### src/rtl/stream_packer_pkg.sv
`default_nettype none
// ============================================================================
// Module  : stream_packer_pkg
// Brief   : Shared types and helpers for the record-path stream packer.
// Revision: 1.0 - initial release
// ============================================================================
package stream_packer_pkg;

    localparam int DEF_DATA_WIDTH = 32;
    localparam int DEF_PACK_RATIO = 4;
    localparam int DEF_TIMEOUT    = 16;

    // Source of the word loaded into the output register this cycle.
    typedef enum logic [1:0] {
        EMIT_NONE  = 2'd0,
        EMIT_FULL  = 2'd1,
        EMIT_FLUSH = 2'd2
    } emit_e;

    function automatic int lane_idx_w(input int ratio);
        return (ratio > 1) ? $clog2(ratio) : 1;
    endfunction

    function automatic bit pack_ratio_legal(input int ratio);
        return (ratio >= 2) && ((ratio & (ratio - 1)) == 0);
    endfunction

    // Mask with the lowest 'fill' lanes set.
    function automatic logic [63:0] keep_mask(input int fill);
        return (64'd1 << fill) - 64'd1;
    endfunction

endpackage
`default_nettype wire

### src/rtl/stream_packer_if.sv
`default_nettype none
// ============================================================================
// Module  : stream_packer_if
// Brief   : Narrow input and wide output valid/ready channels of the packer.
// Revision: 1.0 - initial release
// ============================================================================
interface stream_packer_if #(
    parameter int DATA_WIDTH = stream_packer_pkg::DEF_DATA_WIDTH,
    parameter int PACK_RATIO = stream_packer_pkg::DEF_PACK_RATIO
);
    logic                             in_valid;
    logic [DATA_WIDTH-1:0]            in_data;
    logic                             in_ready;
    logic                             out_valid;
    logic [DATA_WIDTH*PACK_RATIO-1:0] out_data;
    logic [PACK_RATIO-1:0]            out_keep;
    logic                             out_ready;

    // Environment side: produces narrow beats, consumes packed words.
    modport master (
        output in_valid, in_data, out_ready,
        input  in_ready, out_valid, out_data, out_keep
    );

    // Packer side.
    modport slave (
        input  in_valid, in_data, out_ready,
        output in_ready, out_valid, out_data, out_keep
    );
endinterface
`default_nettype wire

### src/rtl/stream_packer.sv
`default_nettype none
// ============================================================================
// Module  : stream_packer
// Brief   : Packs PACK_RATIO narrow beats into one wide beat with keep mask.
//           Optional partial-word flush: STREAM_PACKER_FLUSH_TIMEOUT_EN.
// Revision: 1.0 - initial release
// ============================================================================
module stream_packer
    import stream_packer_pkg::*;
#(
    parameter int DATA_WIDTH = DEF_DATA_WIDTH,
    parameter int PACK_RATIO = DEF_PACK_RATIO,
    parameter int TIMEOUT    = DEF_TIMEOUT
) (
    input  wire logic           clk,
    input  wire logic           rstn,
    stream_packer_if.slave      sp_io
);

    localparam int                CNT_W     = lane_idx_w(PACK_RATIO);
    localparam logic [CNT_W-1:0]  LAST_LANE = CNT_W'(PACK_RATIO - 1);

    typedef logic [PACK_RATIO-1:0][DATA_WIDTH-1:0] lanes_t;

    if (!pack_ratio_legal(PACK_RATIO)) begin : g_bad_ratio
        $error("stream_packer: PACK_RATIO must be a power of 2 and >= 2");
    end
    if (TIMEOUT < 1) begin : g_bad_timeout
        $error("stream_packer: TIMEOUT must be >= 1");
    end

    lanes_t                acc_q, acc_d;
    lanes_t                out_data_q, out_data_d;
    logic [PACK_RATIO-1:0] out_keep_q, out_keep_d;
    logic                  out_valid_q, out_valid_d;
    logic [CNT_W-1:0]      cnt_q, cnt_d;

    logic  w_slot_free;
    logic  w_insert;
    logic  w_remove;
    logic  w_complete;
    logic  w_flush;
    emit_e w_emit;

    // Output slot can take a new word if empty or being drained this cycle.
    assign w_slot_free    = !out_valid_q || sp_io.out_ready;
    assign sp_io.in_ready = (cnt_q != LAST_LANE) || w_slot_free;
    assign w_insert       = sp_io.in_valid && sp_io.in_ready;
    assign w_remove       = out_valid_q && sp_io.out_ready;
    assign w_complete     = w_insert && (cnt_q == LAST_LANE);

`ifdef STREAM_PACKER_FLUSH_TIMEOUT_EN
    localparam int               IDLE_W   = $clog2(TIMEOUT + 1);
    localparam logic [IDLE_W-1:0] IDLE_MAX = IDLE_W'(TIMEOUT);

    logic [IDLE_W-1:0] idle_q, idle_d;

    assign w_flush = (idle_q == IDLE_MAX) && (cnt_q != '0) && !w_insert && w_slot_free;

    always_comb begin
        idle_d = idle_q;
        if (w_insert || (cnt_q == '0) || w_flush) begin
            idle_d = '0;
        end else if (idle_q != IDLE_MAX) begin
            idle_d = idle_q + 1'b1;
        end
    end

    always_ff @(posedge clk) begin
        if (!rstn) begin
            idle_q <= '0;
        end else begin
            idle_q <= idle_d;
        end
    end
`else
    assign w_flush = 1'b0;
`endif

    always_comb begin
        w_emit = EMIT_NONE;
        if (w_complete) begin
            w_emit = EMIT_FULL;
        end else if (w_flush) begin
            w_emit = EMIT_FLUSH;
        end
    end

    always_comb begin
        acc_d       = acc_q;
        cnt_d       = cnt_q;
        out_data_d  = out_data_q;
        out_keep_d  = out_keep_q;
        out_valid_d = out_valid_q;

        if (w_insert) begin
            acc_d[cnt_q] = sp_io.in_data;
            cnt_d        = cnt_q + 1'b1;
        end

        // Accumulator is cleared on every emit so a flushed word's unfilled lanes read 0.
        case (w_emit)
            EMIT_FULL: begin
                out_data_d  = acc_d;
                out_keep_d  = '1;
                out_valid_d = 1'b1;
                acc_d       = '0;
                cnt_d       = '0;
            end
            EMIT_FLUSH: begin
                out_data_d  = acc_q;
                out_keep_d  = PACK_RATIO'(keep_mask(int'(cnt_q)));
                out_valid_d = 1'b1;
                acc_d       = '0;
                cnt_d       = '0;
            end
            default: begin
                if (w_remove) begin
                    out_valid_d = 1'b0;
                end
            end
        endcase
    end

    always_ff @(posedge clk) begin
        if (!rstn) begin
            acc_q       <= '0;
            cnt_q       <= '0;
            out_data_q  <= '0;
            out_keep_q  <= '0;
            out_valid_q <= 1'b0;
        end else begin
            acc_q       <= acc_d;
            cnt_q       <= cnt_d;
            out_data_q  <= out_data_d;
            out_keep_q  <= out_keep_d;
            out_valid_q <= out_valid_d;
        end
    end

    assign sp_io.out_valid = out_valid_q;
    assign sp_io.out_data  = out_data_q;
    assign sp_io.out_keep  = out_keep_q;

endmodule
`default_nettype wire

### src/flat_wrapper.sv
// flat-port wrapper written by rule: the top's interface ports become plain ports
module stream_packer_flat import stream_packer_pkg::*;
#(
    parameter int DATA_WIDTH = DEF_DATA_WIDTH,
    parameter int PACK_RATIO = DEF_PACK_RATIO,
    parameter int TIMEOUT    = DEF_TIMEOUT
)
  (clk, rstn, sp_io_in_valid, sp_io_in_data, sp_io_out_ready, sp_io_in_ready, sp_io_out_valid, sp_io_out_data, sp_io_out_keep);
  stream_packer_if #(.DATA_WIDTH(DATA_WIDTH), .PACK_RATIO(PACK_RATIO)) sp_io_i ();
  input  wire logic clk;
  input  wire logic rstn;
  input wire logic [$bits(sp_io_i.in_valid)-1:0] sp_io_in_valid;
  input wire logic [$bits(sp_io_i.in_data)-1:0] sp_io_in_data;
  input wire logic [$bits(sp_io_i.out_ready)-1:0] sp_io_out_ready;
  output wire logic [$bits(sp_io_i.in_ready)-1:0] sp_io_in_ready;
  output wire logic [$bits(sp_io_i.out_valid)-1:0] sp_io_out_valid;
  output wire logic [$bits(sp_io_i.out_data)-1:0] sp_io_out_data;
  output wire logic [$bits(sp_io_i.out_keep)-1:0] sp_io_out_keep;
  assign sp_io_i.in_valid = sp_io_in_valid;
  assign sp_io_i.in_data = sp_io_in_data;
  assign sp_io_i.out_ready = sp_io_out_ready;
  assign sp_io_in_ready = sp_io_i.in_ready;
  assign sp_io_out_valid = sp_io_i.out_valid;
  assign sp_io_out_data = sp_io_i.out_data;
  assign sp_io_out_keep = sp_io_i.out_keep;
  stream_packer #(.DATA_WIDTH(DATA_WIDTH), .PACK_RATIO(PACK_RATIO), .TIMEOUT(TIMEOUT)) u_core (.clk(clk), .rstn(rstn), .sp_io(sp_io_i));
endmodule
### config.mk
export PLATFORM = sky130hd
export DESIGN_NAME = stream_packer_flat
export DESIGN_NICKNAME = d
export VERILOG_FILES = /design/src/rtl/stream_packer_pkg.sv /design/src/rtl/stream_packer_if.sv /design/src/rtl/stream_packer.sv /design/src/flat_wrapper.sv
export SDC_FILE = /design/constraint.sdc
export NUM_CORES = 1
export LEC_CHECK = 0
export ABC_CLOCK_PERIOD_IN_PS = 1700
export BUFFER_PORTS_ARGS = -buffer_cell sky130_fd_sc_hd__buf_2
export CORE_MARGIN = 10
export CORE_UTILIZATION = 55
export DETAILED_ROUTE_END_ITERATION = 16
export GPL_TIMING_DRIVEN = 1
export MAX_ROUTING_LAYER = met4
export PLACE_DENSITY_LB_ADDON = 0.12
export RECOVER_POWER = 100
export SYNTH_ARGS = -nofsm -noshare
export SYNTH_HDL_FRONTEND = slang
export SYNTH_SLANG_ARGS = --single-unit
### constraint.sdc
create_clock -name clk -period 1.7 [get_ports clk]
set_input_delay 0.255 -clock clk [delete_from_list [all_inputs] [get_ports clk]]
set_output_delay 0.255 -clock clk [all_outputs]
set_load 0.005 [all_outputs]
==> results of run 1 <==
-- area by class of cell --
cell class | instances | area [sq um] | area share (%)
Sequential cell | 228 | 4570 | 37.9
Clock inverter | 8 | 67.6 | 0.561
Multi-Input combinational cell | 630 | 4840 | 40.1
Inverter | 5 | 21.3 | 0.176
Tap cell | 229 | 287 | 2.38
Clock buffer | 36 | 737 | 6.11
Timing Repair Buffer | 225 | 1530 | 12.7
-- worst max-delay path, cell delays in order, from the launching register on --
cell and delay, ps:
dfxtp_4 360, ha_4 160, and3b_2 220, inv_2 70, buf_6 110, buf_6 90
-- stage by stage --
| stage | hold slack, ps | power, mW | instance area, sq um |
|---|---|---|---|
| 3_5_place_dp | 463 | 6.75 | 11100 |
| 6_report | 45.0 | 11.9 | 12100 |
| 3_3_place_gp | 457 | 6.73 | 11100 |
| 4_1_cts | 25.4 | 12.0 | 12000 |
| 5_1_grt | 37.4 | 12.3 | 12100 |
| 2_1_floorplan | 403 | 6.36 | 9960 |
-- metal layers --
layer / wire, um / share of wire (%) / track usage, %
met5: 0 / 0 / -
met4: 582 / 2.0 / 5.89
met3: 1720 / 5.9 / 3.72
met2: 13500 / 46 / 35.7
met1: 13300 / 46 / 31.0
-- power by group --
part	total (mW)	internal, mW	switching, mW	leakage, nW
registers	5.57	5.49	0.0827	1.85
clock network	5.25	3.14	2.11	0.401
logic	1.09	0.455	0.634	2.11
total	11.9	9.08	2.83	4.36
-- what timing repair did --
| item | CTS | global route |
|---|---|---|
| pin swaps | 1 | 17 |
| buffers inserted | 3 | 2 |
| hold buffers | 0 | 0 |
| endpoints found under the setup margin | 20 | 31 |
| gates cloned | 0 | 4 |
| resized for setup | 10 | 17 |
-- state kept, by name, summed over array words and instances (netlist names) --
signal and count:
u_core.cnt_q 2, u_core.sp_io.out_data 128, u_core.sp_io.out_valid 1, u_core.sp_io.out_keep 1
u_core.acc_q 96
-- cell usage in the layout, fill, tap and decap left out --
master,netlist,final
clkinv_2,0,6
nand2_8,0,1
o211ai_1,128,128
nand2b_4,0,1
clkbuf_16,0,29
buf_1,5,2
mux2i_1,192,192
clkbuf_1,46,123
ha_4,0,1
bufinv_16,0,1
inv_4,0,1
buf_2,59,46
nand3_2,2,2
nor2b_4,0,1
dfxtp_1,228,225
inv_1,4,3
and3_4,1,1
a21oi_1,131,131
dfxtp_4,0,2
nand3_1,34,34
buf_4,15,23
a211oi_1,96,87
buf_16,0,2
buf_6,4,7
o21ai_0,35,35
a211oi_2,0,9
clkbuf_8,0,7
clkinvlp_4,0,1
ha_2,0,3
inv_2,1,1
and2_4,0,1
dfxtp_2,0,1
nor2_4,0,1
buf_12,0,22
and3b_2,0,1
o21a_1,1,1
-- cells by family after synthesis --
kind of cell | share of synthesized area, %
compound gates | 25.3
fa+ha+maj | 0.502
simple gates | 2.42
mux | 19.3
buf+inv | 6.66
flops | 45.8
-- worst max-delay path by stage --
stage	startpoint	cells past startpoint	endpoint
3_5_place_dp	u_core.cnt_q[0]	6	u_core.acc_q[24]
2_1_floorplan	u_core.cnt_q[0]	7	u_core.acc_q[75]
5_1_grt	u_core.cnt_q[1]	5	sp_io_in_ready
3_3_place_gp	u_core.cnt_q[0]	6	u_core.acc_q[10]
4_1_cts	u_core.cnt_q[1]	5	sp_io_in_ready
6_report	u_core.cnt_q[0]	5	sp_io_in_ready
==> results.json, run 1 <==
{
  "place.gp.congestion": 0.788,
  "dp.cells": 1308,
  "ctsHtreeMaxLevel": 1,
  "drc_errors": 0,
  "cp.required_ps": 1440,
  "synth_commonest_cells": "dfxtp_1, mux2i_1, a21oi_1",
  "slew_violations": 0,
  "rows": 49,
  "drt.antenna.violating_nets": 0,
  "grt_pass1_vias": 8324,
  "fin_crit_sh_pct": 104,
  "die_w_um": 155,
  "clk_pin_slew_ps": 60,
  "yosysMostFrequentCell": "dfxtp_1",
  "drt_iter0_drc": 567,
  "clkSinkCount": 228,
  "endpoint_kind": "output port",
  "setup_viol": 1,
  "clock.fmax_mhz": 564,
  "cap_violations": 0,
  "fp.dieH_um": 155,
  "min_from": "sp_io_in_data[3]",
  "syn_nets": 1032,
  "hold_depth": 3,
  "pre_cts_ws_ps": -4.27,
  "hold_viol_final": 0,
  "viasPerCell": 6.24,
  "power.leakage_nw": 4.36,
  "cts_buffers": 24,
  "root_buffer": "clkbuf_16",
  "routed_wl_um": 29100,
  "area_delta_synth_final_pct": 21.0,
  "synthTopCellsByArea": "dfxtp_1, mux2i_1, o211ai_1",
  "cp_data_arrival_time_ps": 1520,
  "status": "finished, violations left",
  "synth-seq-cells": 228,
  "drt-wirelength-per-cell_um": 21.4,
  "clk-insertion-delay-late_ps": 510,
  "maxSlewHeadroom_pct": 76.4,
  "syn_inst": 992,
  "rr_worst_depth": 7,
  "grt_usage_pct": 23.1,
  "dpl.hpwl_um": 18100,
  "ys.flop_type": "dfxtp_1",
  "min_to": "u_core.sp_io.out_data[99]",
  "async_reset_ff_share_pct": 0,
  "syn_area_per_cell_sq_um": 10.0,
  "crit_fanout": 4,
  "overflow": 0,
  "irDropWorstVdd_uv": 739,
  "grt_max_degree": 64,
  "tightest_slew_ps": 354,
  "instances_no_fill": 1361,
  "failed_checks": "setup timing",
  "reg2reg_slack_ps": 20,
  "final_layout_size_suffix_gt1_share_pct": 15.1,
  "synth_top_cell_area_share_pct": 45.8,
  "finalClockSkew_ps": 6.73,
  "min_period_ps": 1770,
  "fin_ws_ps": -74.3,
  "antennaDiodeCount": 0,
  "tritoncts": "built",
  "dieArea_sq_um": 23900,
  "drtPass1Iterations": 5,
  "final_nets": 1154,
  "synth_edf_count": 0,
  "synthDistinctLibCells": 24,
  "r2r-start": "u_core.cnt_q[0]",
  "critical_path.startpoint_type": "register",
  "start_util_pct": 55.6,
  "pin_count": 170,
  "antenna_found_initial": 0,
  "clockBufferDepth": 3,
  "path_class": "register to output port",
  "rsz0062_at_grt": "true",
  "min_path_type": "primary input to register",
  "portBuffers": 169,
  "netlist_area_sq_um": 9960,
  "fin_setup_tns_ps": -74.3,
  "yosysTopAreaCell": "dfxtp_1",
  "num_vias": 8496,
  "power_density_nw_per_um2": 988,
  "ys_seq_area_share_pct": 45.8,
  "yosys_warnings": 0,
  "nFillCells": 1506,
  "core_sq_um": 17900,
  "r2r-end": "u_core.acc_q[75]",
  "final_util_pct": 67.3,
  "grt_pass1_wl_um": 45800
}
No activity file was read; power rests on OpenSTA's default activity.
==> run 2, diff against run 1 <==
Settings changed: CELL_PAD_IN_SITES_DETAIL_PLACEMENT set to 0, CELL_PAD_IN_SITES_GLOBAL_PLACEMENT set to 1, CORE_MARGIN 10 to unset, CORE_UTILIZATION 55 to 43.
==> run 2 against run 1 <==
The flow still finishes with violations (setup timing). Sequential cell count unchanged. Worst setup slack improved by 43 ps. Critical path type unchanged. Fmax increased by 2.5%. Utilization decreased by 14 points. Non-clock buffer count decreased by 1. Clock power increased by 8.2%. First-iteration DRC count decreased by 28%. Combinational power increased by 4%.
==> results.json, run 2 (synthesized netlist as in run 1, its figures left out) <==
{
  "critical_path.startpoint_type": "register",
  "maxSlewHeadroom_pct": 75.4,
  "worst_path_max_delay_cell": "dfxtp_2",
  "grt_max_degree": 64,
  "slowest_delay_ps": 350,
  "rows": 55,
  "placed_area_sq_um": 11300,
  "clkSinkCount": 228,
  "dp.cells": 1364,
  "crit_top_cell": "buf_6",
  "top_layer_used": "met4",
  "nFillCells": 2107,
  "min_path_type": "primary input to register",
  "drt.antenna.violating_nets": 0,
  "cts_buffers": 26,
  "routed_wl_um": 29000,
  "num_vias": 8372,
  "wl_met2_um": 13400,
  "clk_pin_slew_ps": 60,
  "place.gp.congestion": 0.759,
  "tightest_slew_ps": 368,
  "postCtsHoldBufs": 0,
  "instances_no_fill": 1420,
  "failed_checks": "setup timing",
  "drt-wirelength-per-cell_um": 20.4,
  "endpoint_kind": "output port",
  "min_period_ps": 1730,
  "cp.required_ps": 1440,
  "clk-insertion-delay-late_ps": 520,
  "cap_violations": 0,
  "portBuffers": 169,
  "status": "finished, violations left",
  "fp.dieH_um": 154,
  "drc_errors": 0,
  "dpl.hpwl_um": 17700,
  "viasPerCell": 5.90,
  "clockBufferDepth": 3,
  "core_sq_um": 22700,
  "power.leakage_nw": 4.61,
  "drtPass1Iterations": 5,
  "hold_viol_final": 0,
  "layout_commonest_cell": "dfxtp_1",
  "grt_usage_pct": 24.6,
  "root_buffer": "clkbuf_16",
  "final_layout_size_suffix_gt1_share_pct": 19.8,
  "slew_violations": 0,
  "finalClockSkew_ps": 7.85,
  "irDropWorstVdd_uv": 740,
  "power_density_nw_per_um2": 1010,
  "fin_crit_sh_pct": 102,
  "fin_setup_tns_ps": -31.2,
  "postLayoutCellArea_sq_um": 12200,
  "cp_data_arrival_time_ps": 1480,
  "met1Wirelength_um": 13900,
  "crit_fanout": 2,
  "path_class": "register to output port",
  "setup_viol": 1,
  "largest_reg_flops": 128,
  "final_cell_mix": "dfxtp_1, mux2i_1, a21oi_1",
  "grt_pass1_wl_um": 46100,
  "area_delta_synth_final_pct": 22.7,
  "antenna_found_initial": 1,
  "met3_length_um": 1300,
  "ctsHtreeMaxLevel": 1,
  "grt_pass1_vias": 8176,
  "pin_count": 170,
  "overflow": 0,
  "dieArea_sq_um": 23800,
  "start_util_pct": 43.9,
  "crit_chain": "ha_4 -> and3b_2 -> inv_2 -> buf_6 -> buf_6",
  "die_w_um": 154,
  "tritoncts": "built",
  "drt_iter0_drc": 411,
  "fin_ws_ps": -31.2,
  "rsz0062_at_grt": "true",
  "clock.fmax_mhz": 578,
  "final_nets": 1155
}
==> run 2: cell count changes in the layout (fill, tap and decap cells not counted), moves of 3 or more <==
cell	previous run	this run
a211oi_2	9	0
ha_4	1	4
buf_2	46	104
a211oi_1	87	96
buf_12	22	28
buf_6	7	4
clkbuf_1	123	66
ha_2	3	0
==> run 2: power by group <==
group / total, mW / internal, mW / switching (mW)
Combinational: 1.13 / 0.490 / 0.642
Clock: 5.68 / 3.43 / 2.25
Sequential: 5.57 / 5.49 / 0.0780
==> run 2: worst max-delay path: cells and delay by family, from the launching register on <==
family / cells / cell delay (ps)
fa+ha+maj: 1 / 140
buf+inv: 3 / 270
flops: 1 / 350
simple gates: 1 / 200
==> run 2: final timing paths <==
check	startpoint	end	slack (ps)	cells after the start
max reg2reg	u_core.cnt_q[1]	u_core.sp_io.out_data[59]	60	7
min	sp_io_in_data[14]	u_core.sp_io.out_data[110]	30	3
min reg2reg	u_core.sp_io.out_data[108]	u_core.sp_io.out_data[108]	470	2
max	u_core.cnt_q[1]	sp_io_in_ready	-30	5
==> run 2: what timing repair did <==
item	CTS	global route
setup endpoints to repair	1	63
gates cloned	0	1
buffers inserted	4	3
resized for setup	5	10
pin swaps	1	1
==> run 2: metrics by stage <==
stage,utilization [%],hold WS [ps],worst slack [ps],power [mW]
final,53.8,33.4,-31.2,12.4
after global routing,53.8,28.5,-84.0,12.8
after global placement,49.6,460,83.8,6.78
after detailed placement,49.6,467,39.6,6.78
after CTS,53.7,20.1,-65.4,12.5
after floorplan,-,403,193,6.36
==> run 2: routing by layer <==
metal | up-vias | GRT usage, %
met1 | 4098 | 34.0
met3 | 34 | 3.53
met5 | - | -
met4 | 0 | 5.62
met2 | 210 | 38.1
li1 | 4030 | -
==> run 2: cell type report <==
class	instances	area (sq um)	share of cell area, %
sequential	228	4570	37.4
antenna	1	2.50	0.0205
timing repair buffer	224	1570	12.8
tap	285	357	2.92
inverter	5	21.3	0.174
clock buffer	39	811	6.63
clock inverter	8	67.6	0.553
multi-input combinational	630	4830	39.5
